`src/rtl/dcache_pkg.sv`:
```
// Shared types and constants for the data-cache flush engine.
// Holds the FSM state encoding and the write-back address composition.
package dcache_pkg;
   localparam int TAG_W     = 25;
   localparam int LINE_W    = 256;
   localparam int VALID_BIT = 24;
   localparam int DIRTY_BIT = 23;
   localparam int IDX_W     = 4;
   localparam int WAY_W     = 1;
   localparam int CNT_W     = 6;
   localparam int ADDR_W    = 32;
   localparam logic [CNT_W-1:0] MAX_LINES = CNT_W'(32);

   typedef enum logic [2:0] {IDLE, SCAN, WB, CLEAR, DONE} flush_state_e;

   // Line address = {tag, set index, 32-byte line offset}
   function automatic logic [ADDR_W-1:0] compose_addr(input logic [DIRTY_BIT-1:0] tag,
                                                      input logic [IDX_W-1:0]     idx);
      return {tag, idx, 5'b0};
   endfunction
endpackage

```
`src/rtl/dcache_flush_engine_if.sv`:
```
// Flush-engine bus: CPU flush handshake, cache SRAM access and data-memory write port.
// Macro DCACHE_FLUSH_INVALIDATE_EN adds the sram_inv_o valid-clear strobe.
interface dcache_flush_if;
   import dcache_pkg::*;
   logic                flush_req_i;
   logic                flush_busy_o;
   logic                flush_done_o;
   logic [CNT_W-1:0]    lines_written_o;
   logic [IDX_W-1:0]    sram_idx_o;
   logic [WAY_W-1:0]    sram_way_o;
   logic [TAG_W-1:0]    sram_tag_i;
   logic [LINE_W-1:0]   sram_data_i;
   logic                sram_clr_dirty_o;
`ifdef DCACHE_FLUSH_INVALIDATE_EN
   logic                sram_inv_o;
`endif
   logic                mem_enable_o;
   logic                mem_write_o;
   logic [ADDR_W-1:0]   mem_addr_o;
   logic [LINE_W-1:0]   mem_data_o;
   logic                mem_ack_i;

   modport master (
`ifdef DCACHE_FLUSH_INVALIDATE_EN
      output sram_inv_o,
`endif
      input  flush_req_i, sram_tag_i, sram_data_i, mem_ack_i,
      output flush_busy_o, flush_done_o, lines_written_o, sram_idx_o, sram_way_o,
             sram_clr_dirty_o, mem_enable_o, mem_write_o, mem_addr_o, mem_data_o
   );

   modport slave (
`ifdef DCACHE_FLUSH_INVALIDATE_EN
      input  sram_inv_o,
`endif
      output flush_req_i, sram_tag_i, sram_data_i, mem_ack_i,
      input  flush_busy_o, flush_done_o, lines_written_o, sram_idx_o, sram_way_o,
             sram_clr_dirty_o, mem_enable_o, mem_write_o, mem_addr_o, mem_data_o
   );
endinterface

```
`src/rtl/dcache_flush_engine_flush_ptr.sv`:
```
// Entry pointer for the flush walk: sets 0..NUM_SETS-1 of way 0, then the next way.
module flush_ptr #(
   parameter int NUM_SETS = 16,
   parameter int NUM_WAYS = 2,
   parameter int IDX_W    = 4,
   parameter int WAY_W    = 1
) (
   input  logic             clk_i,
   input  logic             rst_n_i,
   input  logic             clr_i,
   input  logic             adv_i,
   output logic [IDX_W-1:0] idx_o,
   output logic [WAY_W-1:0] way_o,
   output logic             last_o
);
   logic [IDX_W-1:0] idx_q, idx_d;
   logic [WAY_W-1:0] way_q, way_d;
   logic             set_last;

   assign set_last = (idx_q == IDX_W'(NUM_SETS-1));
   assign last_o   = set_last && (way_q == WAY_W'(NUM_WAYS-1));
   assign idx_o    = idx_q;
   assign way_o    = way_q;

   always_comb begin
      idx_d = idx_q;
      way_d = way_q;
      if (clr_i) begin
         idx_d = '0;
         way_d = '0;
      end else if (adv_i) begin
         if (set_last) begin
            idx_d = '0;
            way_d = last_o ? '0 : way_q + WAY_W'(1);
         end else begin
            idx_d = idx_q + IDX_W'(1);
         end
      end
   end

   always_ff @(posedge clk_i or negedge rst_n_i) begin
      if (!rst_n_i) begin
         idx_q <= '0;
         way_q <= '0;
      end else begin
         idx_q <= idx_d;
         way_q <= way_d;
      end
   end
endmodule

```
`src/rtl/dcache_flush_engine.sv`:
```
// Walks every cache entry and writes dirty lines back to memory, clearing their dirty bits.
// Macro DCACHE_FLUSH_INVALIDATE_EN also invalidates every valid entry (cache empty after DONE).
module dcache_flush_engine
   import dcache_pkg::*;
#(
   parameter int NUM_SETS = 16,
   parameter int NUM_WAYS = 2
) (
   input  logic          clk_i,
   input  logic          rst_n_i,
   dcache_flush_if.master bus
);
   flush_state_e      state_q, state_d;
   logic [CNT_W-1:0]  cnt_q, cnt_d;
   logic [ADDR_W-1:0] addr_q, addr_d;
   logic [LINE_W-1:0] data_q, data_d;
   logic              ptr_clr, ptr_adv, ptr_last;
   logic [IDX_W-1:0]  idx;
   logic [WAY_W-1:0]  way;
   logic              line_valid, line_dirty;

   assign line_valid = bus.sram_tag_i[VALID_BIT];
   assign line_dirty = bus.sram_tag_i[DIRTY_BIT];

   flush_ptr #(
      .NUM_SETS(NUM_SETS), .NUM_WAYS(NUM_WAYS), .IDX_W(IDX_W), .WAY_W(WAY_W)
   ) u_ptr (
      .clk_i(clk_i), .rst_n_i(rst_n_i), .clr_i(ptr_clr), .adv_i(ptr_adv),
      .idx_o(idx), .way_o(way), .last_o(ptr_last)
   );

   always_comb begin
      state_d = state_q;
      cnt_d   = cnt_q;
      addr_d  = addr_q;
      data_d  = data_q;
      ptr_clr = 1'b0;
      ptr_adv = 1'b0;
      case (state_q)
         IDLE: if (bus.flush_req_i) begin
            ptr_clr = 1'b1;
            cnt_d   = '0;
            state_d = SCAN;
         end
         SCAN: if (line_valid && line_dirty) begin
            // Snapshot the line so the request stays stable while memory stalls
            addr_d  = compose_addr(bus.sram_tag_i[DIRTY_BIT-1:0], idx);
            data_d  = bus.sram_data_i;
            state_d = WB;
         end else begin
            ptr_adv = 1'b1;
            state_d = ptr_last ? DONE : SCAN;
         end
         WB: if (bus.mem_ack_i) state_d = CLEAR;
         CLEAR: begin
            if (cnt_q != MAX_LINES) cnt_d = cnt_q + CNT_W'(1);
            ptr_adv = 1'b1;
            state_d = ptr_last ? DONE : SCAN;
         end
         DONE:    state_d = IDLE;
         default: state_d = IDLE;
      endcase
   end

   always_ff @(posedge clk_i or negedge rst_n_i) begin
      if (!rst_n_i) begin
         state_q <= IDLE;
         cnt_q   <= '0;
         addr_q  <= '0;
         data_q  <= '0;
      end else begin
         state_q <= state_d;
         cnt_q   <= cnt_d;
         addr_q  <= addr_d;
         data_q  <= data_d;
      end
   end

   // Outputs decode straight from state so reset silences them asynchronously
   assign bus.flush_busy_o     = (state_q != IDLE);
   assign bus.flush_done_o     = (state_q == DONE);
   assign bus.lines_written_o  = cnt_q;
   assign bus.sram_idx_o       = idx;
   assign bus.sram_way_o       = way;
   assign bus.sram_clr_dirty_o = (state_q == CLEAR);
   assign bus.mem_enable_o     = (state_q == WB);
   assign bus.mem_write_o      = (state_q == WB);
   assign bus.mem_addr_o       = addr_q;
   assign bus.mem_data_o       = data_q;
`ifdef DCACHE_FLUSH_INVALIDATE_EN
   assign bus.sram_inv_o = (state_q == CLEAR) ||
                           ((state_q == SCAN) && line_valid && !line_dirty);
`endif
endmodule

```
`src/flat_wrapper.sv`:
```
// flat-port wrapper written by rule: the top's interface ports become plain ports
module dcache_flush_engine_flat import dcache_pkg::*;
#(
   parameter int NUM_SETS = 16,
   parameter int NUM_WAYS = 2
)
  (clk_i, rst_n_i, bus_flush_req_i, bus_sram_tag_i, bus_sram_data_i, bus_mem_ack_i, bus_flush_busy_o, bus_flush_done_o, bus_lines_written_o, bus_sram_idx_o, bus_sram_way_o, bus_sram_clr_dirty_o, bus_mem_enable_o, bus_mem_write_o, bus_mem_addr_o, bus_mem_data_o);
  dcache_flush_if bus_i ();
  input  logic clk_i;
  input  logic rst_n_i;
  input wire logic [$bits(bus_i.flush_req_i)-1:0] bus_flush_req_i;
  input wire logic [$bits(bus_i.sram_tag_i)-1:0] bus_sram_tag_i;
  input wire logic [$bits(bus_i.sram_data_i)-1:0] bus_sram_data_i;
  input wire logic [$bits(bus_i.mem_ack_i)-1:0] bus_mem_ack_i;
  output wire logic [$bits(bus_i.flush_busy_o)-1:0] bus_flush_busy_o;
  output wire logic [$bits(bus_i.flush_done_o)-1:0] bus_flush_done_o;
  output wire logic [$bits(bus_i.lines_written_o)-1:0] bus_lines_written_o;
  output wire logic [$bits(bus_i.sram_idx_o)-1:0] bus_sram_idx_o;
  output wire logic [$bits(bus_i.sram_way_o)-1:0] bus_sram_way_o;
  output wire logic [$bits(bus_i.sram_clr_dirty_o)-1:0] bus_sram_clr_dirty_o;
  output wire logic [$bits(bus_i.mem_enable_o)-1:0] bus_mem_enable_o;
  output wire logic [$bits(bus_i.mem_write_o)-1:0] bus_mem_write_o;
  output wire logic [$bits(bus_i.mem_addr_o)-1:0] bus_mem_addr_o;
  output wire logic [$bits(bus_i.mem_data_o)-1:0] bus_mem_data_o;
  assign bus_i.flush_req_i = bus_flush_req_i;
  assign bus_i.sram_tag_i = bus_sram_tag_i;
  assign bus_i.sram_data_i = bus_sram_data_i;
  assign bus_i.mem_ack_i = bus_mem_ack_i;
  assign bus_flush_busy_o = bus_i.flush_busy_o;
  assign bus_flush_done_o = bus_i.flush_done_o;
  assign bus_lines_written_o = bus_i.lines_written_o;
  assign bus_sram_idx_o = bus_i.sram_idx_o;
  assign bus_sram_way_o = bus_i.sram_way_o;
  assign bus_sram_clr_dirty_o = bus_i.sram_clr_dirty_o;
  assign bus_mem_enable_o = bus_i.mem_enable_o;
  assign bus_mem_write_o = bus_i.mem_write_o;
  assign bus_mem_addr_o = bus_i.mem_addr_o;
  assign bus_mem_data_o = bus_i.mem_data_o;
  dcache_flush_engine #(.NUM_SETS(NUM_SETS), .NUM_WAYS(NUM_WAYS)) u_core (.clk_i(clk_i), .rst_n_i(rst_n_i), .bus(bus_i));
endmodule
```
`config.mk`:
```
export PLATFORM = sky130hd
export DESIGN_NAME = dcache_flush_engine_flat
export DESIGN_NICKNAME = d
export VERILOG_FILES = /design/src/rtl/dcache_pkg.sv /design/src/rtl/dcache_flush_engine_if.sv /design/src/rtl/dcache_flush_engine_flush_ptr.sv /design/src/rtl/dcache_flush_engine.sv /design/src/flat_wrapper.sv
export SDC_FILE = /design/constraint.sdc
export NUM_CORES = 1
export LEC_CHECK = 0
export ABC_AREA = 1
export ABC_CLOCK_PERIOD_IN_PS = 1450
export CAP_MARGIN = 30
export CORE_AREA = 2 2 230 232
export CTS_BUF_LIST = sky130_fd_sc_hd__clkbuf_8
export CTS_CLUSTER_SIZE = 20
export DETAILED_ROUTE_END_ITERATION = 12
export DIE_AREA = 0 0 232 234
export SETUP_SLACK_MARGIN = 0.2
export SLEW_MARGIN = 20
export SYNTH_ARGS = -nofsm -noshare
export SYNTH_HDL_FRONTEND = slang
export SYNTH_HIERARCHICAL = 1
export SYNTH_SLANG_ARGS = --single-unit
```
`constraint.sdc`:
```
create_clock -name clk_i -period 1.45 [get_ports clk_i]
set_input_delay 0.435 -clock clk_i [delete_from_list [all_inputs] [get_ports clk_i]]
set_output_delay 0.435 -clock clk_i [all_outputs]
set_load 0.02 [all_outputs]
```
==> summary.txt, run 1 <==
Layout
  – # nets final: 2561
  – Fillers: 4371
  – Share of cells above drive strength 1: 0.542
  – Most frequent cells in the layout: 325 x buf_6, 314 x inv_1, 284 x dfrtp_1
  – Fin cells: 2995
  – Commonest non-fill, non-tap cell in the layout: buf_6
  – Area added between synthesis and finish: 124%

Placement
  – Final GP Congestion: 0.849
  – Placed insts: around 2600
  – Post-place setup slack: -537 ps
  – DP HPWL: 30.1 mm
  – Port Buffers: 583

Critical path
  – CP Capture Type: flop
  – R2R Path End: u_core/bus.mem_data_o[178]
  – Reg-to-reg critical path startpoint: u_core/state_q[1]
  – WP data required: 1940 ps
  – Slowest CP cell: dfrtp_2
  – Worst EP arrival: 2390 ps
  – Crit-path max FO: 8
  – Crit path launch type: flop
  – Crit path kind: reg2reg
  – Worst R2R Path Depth: 11
  – Crit. Startpoint: u_core/state_q[1]
  – Buf/Inv on CP: 7
  – Cells along the critical path: inv_2 > buf_6 > nand3_4 > inv_4 > nand3_4 > buf_12 > buf_16 > buf_6 > buf_8 > nand2_2 > o21ai_1
  – Delay-heaviest family, CP: buffers and inverters
  – Max incr delay on CP: 450 ps
  – R2R setup slack: -450 ps

Clocking
  – CTS max path bufs: 3
  – TritonCTS Buffers: 54
  – Clock-pin slew on the worst setup and hold paths: ~60 ps
  – H-Tree Depth: 2
  – Skew-Pair Late Insertion Delay: ~620 ps
  – CTS tree: built
  – Root buffer cell: clkbuf_8
  – CTS sink count: a little under 300

Die
  – Initial Util: 0.228
  – CORE AREA: 52000 um^2
  – Row count: 84
  – Die W: about 230 um
  – Vert. Die Dim: around 230 um
  – I/O pin cnt: 589
  – Die footprint: 54300 um^2

Yosys
  – Mapped Area: roughly 12000 um^2
  – Syn Inst Count: 1317
  – Number of synthesized register bits: 297
  – Post-synth EDFFs: 0
  – Synthesis Warnings: 6
  – Primary FF master, synth: dfrtp_1
  – Syn Area/Cell: 9.00 um^2
  – Yosys cell types: 28
  – Fraction of registers with async set/reset: 1.00
  – Register area share after synthesis: 0.627

Detailed routing
  – DRC viols: 0
  – Via/cell ratio: around 4.2
  – 1st-pass router iterations: 4
  – Vias post-DR: about 13000
  – DR iter-0 viols: between 500 and 600
  – Total routed wirelength: between 50 and 60 mm
  – Routed WL per cell: 18.0 um
  – Routed Antenna Nets: 0

Hold path
  – Worst hold path type: in2async

Status
  – Status: complete, but fails checks
  – Failing checks: negative setup slack

Global route
  – First-pass GRT wire length: 63.9 mm
  – Overall Global Routing Usage: 0.150
  – Initial antenna violation count: 2
  – Vias in the first global route: about 11000
  – GRT overflow: 0
  – Largest net degree at the start of global routing: 65

Timing
  – Fmax: 0.527 GHz
  – Tcrit/Tclk final: 1.31
  – Final Critical Period: between 1500 and 2000 ps
  – Max-slew violations: 0
  – Final hold violations: 0
  – Unrepaired setup endpoints after global routing: true
  – Final WS setup: -449 ps
  – Skew final: 15.2 ps
  – Final setup viols: 594

Power
  – Power per Cell Area: 1930 nW/um^2
  – Leakage: 13.5 nW
  – Worst vdd ir: 1.30 mV

Flow run
  – Max-cap violations: 0
[cell usage after synthesis, types with 5 or more instances]
master   number  area, um^2
inv_1       298        1120
nand2_1     313        1170
o21ai_0      36         180
nor2_1       13        48.8
inv_2         5        18.8
buf_4         7        52.6
o21ai_1     250        1250
dfrtp_1     297        7430
buf_2        57         285
nand3_1       9        45.0
[worst max path at each step]
stage                                       to  cells past startpoint  slack, ps
detailed placement   u_core/bus.mem_data_o[92]                      9       -540
CTS                           bus_flush_busy_o                      4       -520
global placement     u_core/bus.mem_data_o[70]                      9       -510
global route                  bus_flush_busy_o                      4       -530
finish              u_core/bus.mem_data_o[178]                     11       -450
floorplan            u_core/bus.mem_addr_o[31]                      8        140
[metrics by stage]
step	util	hold WS (ps)	setup TNS [ps]	area, um^2	power [mW]
floorplan	-	139	0	11900	21.8
global placement	0.365	323	-119580	19000	31.7
detailed placement	0.365	325	-125020	19000	32.0
CTS	0.416	235	-133910	21700	43.3
global route	0.511	243	-177740	26600	53.7
finish	0.511	293	-132850	26600	51.3
[final cells by class]
| type | count | area (um^2) | area share |
|---|---|---|---|
| Antenna cell | 1 | 2.50 | 0.0000941 |
| Clock buffer | 62 | 853 | 0.0321 |
| Clock inverter | 27 | 156 | 0.00588 |
| Inverter | 303 | 1150 | 0.0431 |
| Multi-Input combinational cell | 653 | 5160 | 0.194 |
| Sequential cell | 297 | 7450 | 0.280 |
| Tap cell | 688 | 861 | 0.0324 |
| Timing Repair Buffer | 964 | 11000 | 0.412 |
[worst register-to-register path: cells and delay by family, from the launching register on]
family	cells	cell delay [ps]
AOI/OAI and AO/OA	1	80
buffers and inverters	7	960
DFF	1	450
and+or+nand+nor	3	280
[power breakdown]
part | internal (mW) | total (mW) | leakage, nW | switching, mW
sequential | 11.8 | 15.0 | 3.68 | 3.26
combinational | 15.5 | 28.5 | 9.24 | 13.0
clock | 4.18 | 7.73 | 0.604 | 3.55
total | 31.4 | 51.3 | 13.5 | 19.8
[cell families after synthesis]
| family | after synthesis | share of synthesized area |
|---|---|---|
| buffers and inverters | 371 | 0.126 |
| and+or+nand+nor | 351 | 0.117 |
| adders and majority gates | 3 | 0.00317 |
| other | 1 | 0.000316 |
| AOI/OAI and AO/OA | 294 | 0.126 |
| DFF | 297 | 0.627 |
[per-layer routing]
metal,share of wire,global-route usage
met4,0.034,0.0491
met2,0.51,0.259
met1,0.39,0.175
met5,0,0
met3,0.073,0.0516
[repair_timing]
action                                   CTS  global route
buffers inserted                          79           152
endpoints found under the setup margin   596           596
gates cloned                              14            58
endpoints found under the hold margin    213             0
resized for setup                       1817           719
hold buffers                               1             0
pin swaps                                  0            25
[sequential cells by signal, indices dropped and copies added (netlist names)]
signal,count
u_core/bus.mem_data_o,256
u_core/bus.mem_addr_o,27
u_core/bus.lines_written_o,6
u_core/u_ptr/idx_o,4
u_core/state_q,3
u_core/u_ptr/way_o,1
Note: power is estimated with default switching activity, not from simulation.
==> run 2, diff against run 1 <==
GPL_TIMING_DRIVEN = 0   (was default)
SKIP_CTS_REPAIR_TIMING = 1   (was default)
==> run 2 against run 1 <==
Compared with the run above: the flow finishes with violations (negative hold slack, negative setup slack); non-clock buffer count down 177; die area unchanged; clock power up 2.8%; register-to-register slack better by 120 ps; worst setup slack worse by 54 ps; final cell count down 5.6%; global-route usage up 0.22 points; clock-buffer cell count up 7; hold slack worse by 510 ps; routed wire length down 16%; sequential share of layout area up 6.8 points; critical path type is now reg2out; largest cell class unchanged; highest routed layer is now met5.
==> summary.txt, run 2 (same netlist as run 1, synthesis figures left out) <==
Detailed routing
  – Vias post-DR: 11300
  – Via/cell ratio: 4.01
  – Total routed wirelength: 45.2 mm
  – DRC viols: 0
  – 1st-pass router iterations: 5
  – DR iter-0 viols: ~430
  – Routed Antenna Nets: 0
  – Routed WL per cell: about 16 um

Power
  – Leakage: 11.1 nW
  – Total Power: 43.1 mW
  – Worst vdd ir: around 1.0 mV
  – Power per Cell Area: ~2000 nW/um^2

Global route
  – First-pass GRT wire length: 64.1 mm
  – Overall Global Routing Usage: 0.153
  – Vias in the first global route: around 11000
  – GRT overflow: 0
  – Initial antenna violation count: 2
  – Largest net degree at the start of global routing: 95

Status
  – Status: complete, but fails checks
  – Failing checks: negative hold slack, negative setup slack

Clocking
  – CTS tree: built
  – Skew-Pair Late Insertion Delay: 610 ps
  – CTS sink count: 297
  – TritonCTS Buffers: 53
  – Clock-pin slew on the worst setup and hold paths: 60 ps
  – CTS max path bufs: 3
  – H-Tree Depth: 2
  – Root buffer cell: clkbuf_8

Timing
  – Worst relative slew slack: 0.665
  – Tcrit/Tclk final: 1.35
  – Final WS setup: -503 ps
  – Fmax: between 0.5 and 0.6 GHz
  – Least-Margin Pin Slew: approximately 500 ps
  – Final hold violations: 55
  – Final setup viols: 593
  – Final Critical Period: 1950 ps
  – Unrepaired setup endpoints after global routing: true
  – Skew final: 19.5 ps
  – Hold slack: -222 ps
  – Max-slew violations: 0

Placement
  – Dpl cell area: 18700 um^2
  – Port Buffers: between 500 and 600
  – DP HPWL: between 30 and 40 mm
  – Final GP Congestion: 0.876
  – Placed insts: 2595

Die
  – Vert. Die Dim: between 200 and 250 um
  – I/O pin cnt: 589
  – Row count: 84
  – Die W: roughly 230 um
  – Die footprint: ~54000 um^2
  – Initial Util: 0.228
  – CORE AREA: about 52000 um^2

Layout
  – Commonest non-fill, non-tap cell in the layout: nand2_1
  – Finished Cell Area: between 20000 and 25000 um^2
  – Fillers: 5144
  – Max reg flops: around 260
  – Fin cells: 2826
  – Core Util, Final: 0.411
  – Most frequent cells in the layout: 313 x nand2_1, 308 x inv_1, 300 x buf_6
  – Area added between synthesis and finish: 80.4%
  – Share of cells above drive strength 1: 0.292
  – # nets final: 2384

Critical path
  – Crit-path max FO: 4
  – Crit path launch type: flop
  – Worst EP arrival: ~1500 ps
  – Crit path kind: reg2out
  – WP data required: 1020 ps
  – CP Capture Type: output pin

Flow run
  – Max-cap violations: 0

Hold path
  – Worst hold path type: in2async
-- run 2: changes by cell type in the layout (fill, tap and decap cells not counted), moves of 16 or more --
cell and delta:
nand2_4 -140, o21ai_2 -194, o21ai_0 +33, buf_6 -25, clkbuf_16 -49, o21ai_1 +162
buf_16 -16, nand2_2 -118, buf_8 -24, buf_2 +29, nand2_1 +258, buf_4 -78
buf_12 -25
-- run 2: power breakdown --
group / switching [mW] / total, mW / leakage (nW) / internal [mW]
combinational: 10.0 / 20.7 / 6.84 / 10.7
clock: 3.52 / 7.95 / 0.627 / 4.42
sequential: 2.70 / 14.5 / 3.68 / 11.8
-- run 2: path summary, 6_finish.rpt --
path | cells past startpoint | slack [ps] | endpoint | from
worst max-delay path | 5 | -500 | bus_mem_write_o | u_core/state_q[0]
worst min-delay path | 1 | -220 | u_core/bus.mem_data_o[89] | rst_n_i
worst max register to register | 9 | -330 | u_core/bus.mem_data_o[163] | u_core/state_q[1]
worst min register to register | 2 | 480 | u_core/bus.mem_data_o[232] | u_core/bus.mem_data_o[232]
max in group asynchronous | 3 | 470 | u_core/bus.lines_written_o[0] | rst_n_i
min in group clk_i | 3 | 370 | u_core/bus.mem_data_o[204] | bus_sram_data_i[204]
-- run 2: cell type report --
| type | count | area [um^2] | area share |
|---|---|---|---|
| Antenna cell | 1 | 2.50 | 0.000117 |
| Buffer | 68 | 475 | 0.0222 |
| Clock buffer | 69 | 950 | 0.0444 |
| Clock inverter | 27 | 145 | 0.00679 |
| Inverter | 303 | 1150 | 0.0538 |
| Multi-Input combinational cell | 654 | 3030 | 0.142 |
| Sequential cell | 297 | 7450 | 0.348 |
| Tap cell | 688 | 861 | 0.0402 |
| Timing Repair Buffer | 719 | 7330 | 0.342 |
-- run 2: per-stage QoR --
stage	TNS, ps	hold WS (ps)	setup WS [ps]
6_report	-105370	-222	-503
5_1_grt	-150600	-260	-599
4_1_cts	-282630	-275	-1280
3_5_place_dp	-215570	406	-872
3_3_place_gp	-4140320	437	-14460
2_1_floorplan	0	139	142
-- run 2: critical path: stages (launching register included) --
cell and delay, ps:
dfrtp_2 460, inv_4 120, nand3_4 100, inv_4 70, buf_6 80, buf_6 100
-- run 2: layer usage --
| metal | GRT usage | share of wire | wire length [um] |
|---|---|---|---|
| met5 | 0 | 0.00029 | 13 |
| met1 | 0.177 | 0.39 | 17700 |
| met3 | 0.0517 | 0.084 | 3790 |
| met2 | 0.266 | 0.50 | 22600 |
| met4 | 0.0471 | 0.025 | 1110 |
==> run 3, diff against run 2 <==
CORE_AREA = 2 2 227 229   (was 2 2 230 232)
DIE_AREA = 0 0 229 231   (was 0 0 232 234)
PLACE_DENSITY_LB_ADDON = 0.12   (was default)
==> run 3 against run 2 <==
Compared with the run above: the run still ends with negative hold slack, negative setup slack left; sequential share of layout area decreased by 3.7 points; clock power about the same; core utilization increased by 6.1 points; clock-buffer cell count shrank 3; sequential power barely moved; routed wire length grew 15%; first-iteration DRC count is 19% lower; worst setup slack better by 11 ps; clock skew is 2.7 ps lower; via count increased by 2.8%; critical path depth is 2 lower; final cell count is 1.1% higher.
==> summary.txt, run 3 (same netlist as run 1, synthesis figures left out) <==
Detailed routing
  – DR iter-0 viols: 345
  – Total routed wirelength: between 50 and 60 mm
  – 1st-pass router iterations: 5
  – Via/cell ratio: 4.08
  – DRC viols: 0
  – Vias post-DR: around 12000
  – Routed Antenna Nets: 0
  – Routed WL per cell: about 18 um

Clocking
  – CTS max path bufs: 3
  – CTS tree: built
  – Root buffer cell: clkbuf_8
  – TritonCTS Buffers: 57
  – CTS sink count: roughly 300
  – H-Tree Depth: 2
  – Clock-pin slew on the worst setup and hold paths: roughly 60 ps
  – Skew-Pair Late Insertion Delay: between 600 and 700 ps

Power
  – Sw frac: 0.386
  – Clock share of power: 0.171
  – Total Power: 46.5 mW
  – Combinational share of power: 0.513
  – P_sw: 17.9 mW
  – Leakage: 12.3 nW
  – Power per Cell Area: between 1500 and 2000 nW/um^2
  – Internal power: 28.5 mW
  – Seq pwr share: 0.316
  – Worst vdd ir: between 0.9 and 1 mV

Die
  – Row count: 83
  – I/O pin cnt: 589
  – Initial Util: 0.234
  – Die W: between 200 and 250 um
  – CORE AREA: 50700 um^2
  – Vert. Die Dim: 231 um
  – Die footprint: 52900 um^2

Critical path
  – Crit-path max FO: 4
  – Worst R2R Path Depth: 10
  – R2R Path End: u_core/bus.mem_addr_o[20]
  – Reg-to-reg critical path startpoint: u_core/state_q[1]
  – WP data required: 1020 ps
  – CP Capture Type: output pin
  – Crit path kind: reg2out
  – R2R setup slack: -300 ps
  – Crit path launch type: flop
  – Worst EP arrival: 1510 ps

Timing
  – Final setup viols: a little under 600
  – Final hold violations: between 50 and 60
  – Least-Margin Pin Slew: 540 ps
  – Tcrit/Tclk final: 1.34
  – Worst relative slew slack: 0.640
  – Fmax: 0.515 GHz
  – Final Critical Period: around 1900 ps
  – Hold slack: -272 ps
  – Setup tns final: -99560 ps
  – Skew final: 16.8 ps
  – Max-slew violations: 0
  – Final WS setup: -493 ps
  – Unrepaired setup endpoints after global routing: true

Global route
  – Overall Global Routing Usage: 0.174
  – Largest net degree at the start of global routing: a little under 90
  – Initial antenna violation count: 4
  – First-pass GRT wire length: 69.9 mm
  – GRT overflow: 0
  – Vias in the first global route: 11000

Layout
  – Most frequent cells in the layout: 318 x inv_1, 310 x buf_6, 284 x dfrtp_1
  – Commonest non-fill, non-tap cell in the layout: inv_1
  – Share of cells above drive strength 1: 0.420
  – Max reg flops: 256
  – Core Util, Final: 0.472
  – Area added between synthesis and finish: 102%
  – # nets final: 2424

Flow run
  – Max-cap violations: 0

Placement
  – Final GP Congestion: 0.875
  – Post-place setup slack: -789 ps
  – DP HPWL: ~36 mm
  – Port Buffers: 583

Hold path
  – Worst hold path type: in2async

Status
  – Status: complete, but fails checks
  – Failing checks: negative hold slack, negative setup slack
run 3: layout make-up:
type / count / area (um^2)
fillers: 4936 / 26800
repair buffers: 755 / 8260
flip-flops and latches: 297 / 7450
multi-input cells: 654 / 4080
inverters: 303 / 1150
plain buffers: 68 / 1040
clock buffers: 66 / 908
well taps: 680 / 851
clock inverters: 31 / 150
diodes: 4 / 10.0
run 3: per-layer routing:
layer / up-vias / track usage / part of all wire
met5: - / 0 / 0.00025
met4: 2 / 0.0469 / 0.018
met3: 67 / 0.0620 / 0.072
met2: 389 / 0.300 / 0.52
met1: 5562 / 0.204 / 0.39
li1: 5635 / - / -
run 3: power groups by stage:
stage	Combinational (mW)	Sequential, mW	Clock (mW)
after floorplan	3.76	18.0	0
after global placement	18.2	13.8	0
after detailed placement	18.2	13.9	0
after CTS	18.3	13.8	8.29
after global routing	25.3	15.0	8.68
final	23.9	14.7	7.93
run 3: how the worst max path moves through the flow:
stage	startpoint	end	slack (ps)
after floorplan	u_core/state_q[1]	u_core/bus.mem_addr_o[31]	140
after global placement	rst_n_i	u_core/bus.lines_written_o[1]	-15570
after detailed placement	bus_sram_tag_i[24]	u_core/bus.mem_data_o[244]	-790
after CTS	u_core/state_q[2]	bus_sram_clr_dirty_o	-1300
after global routing	u_core/state_q[2]	bus_mem_write_o	-600
final	u_core/state_q[1]	bus_flush_busy_o	-490
run 3: per-stage QoR:
stage	instance area, um^2	hold WS, ps	std cells
floorplan	11900	139	1321
global placement	18600	436	2584
detailed placement	18700	398	2587
CTS	19800	-324	2684
global route	23900	-298	2856
finish	23900	-272	2858
run 3: critical path, cell delays in order (launching register included):
cell and delay, ps:
dfrtp_2 460, inv_2 120, nand3_2 140, buf_6 160
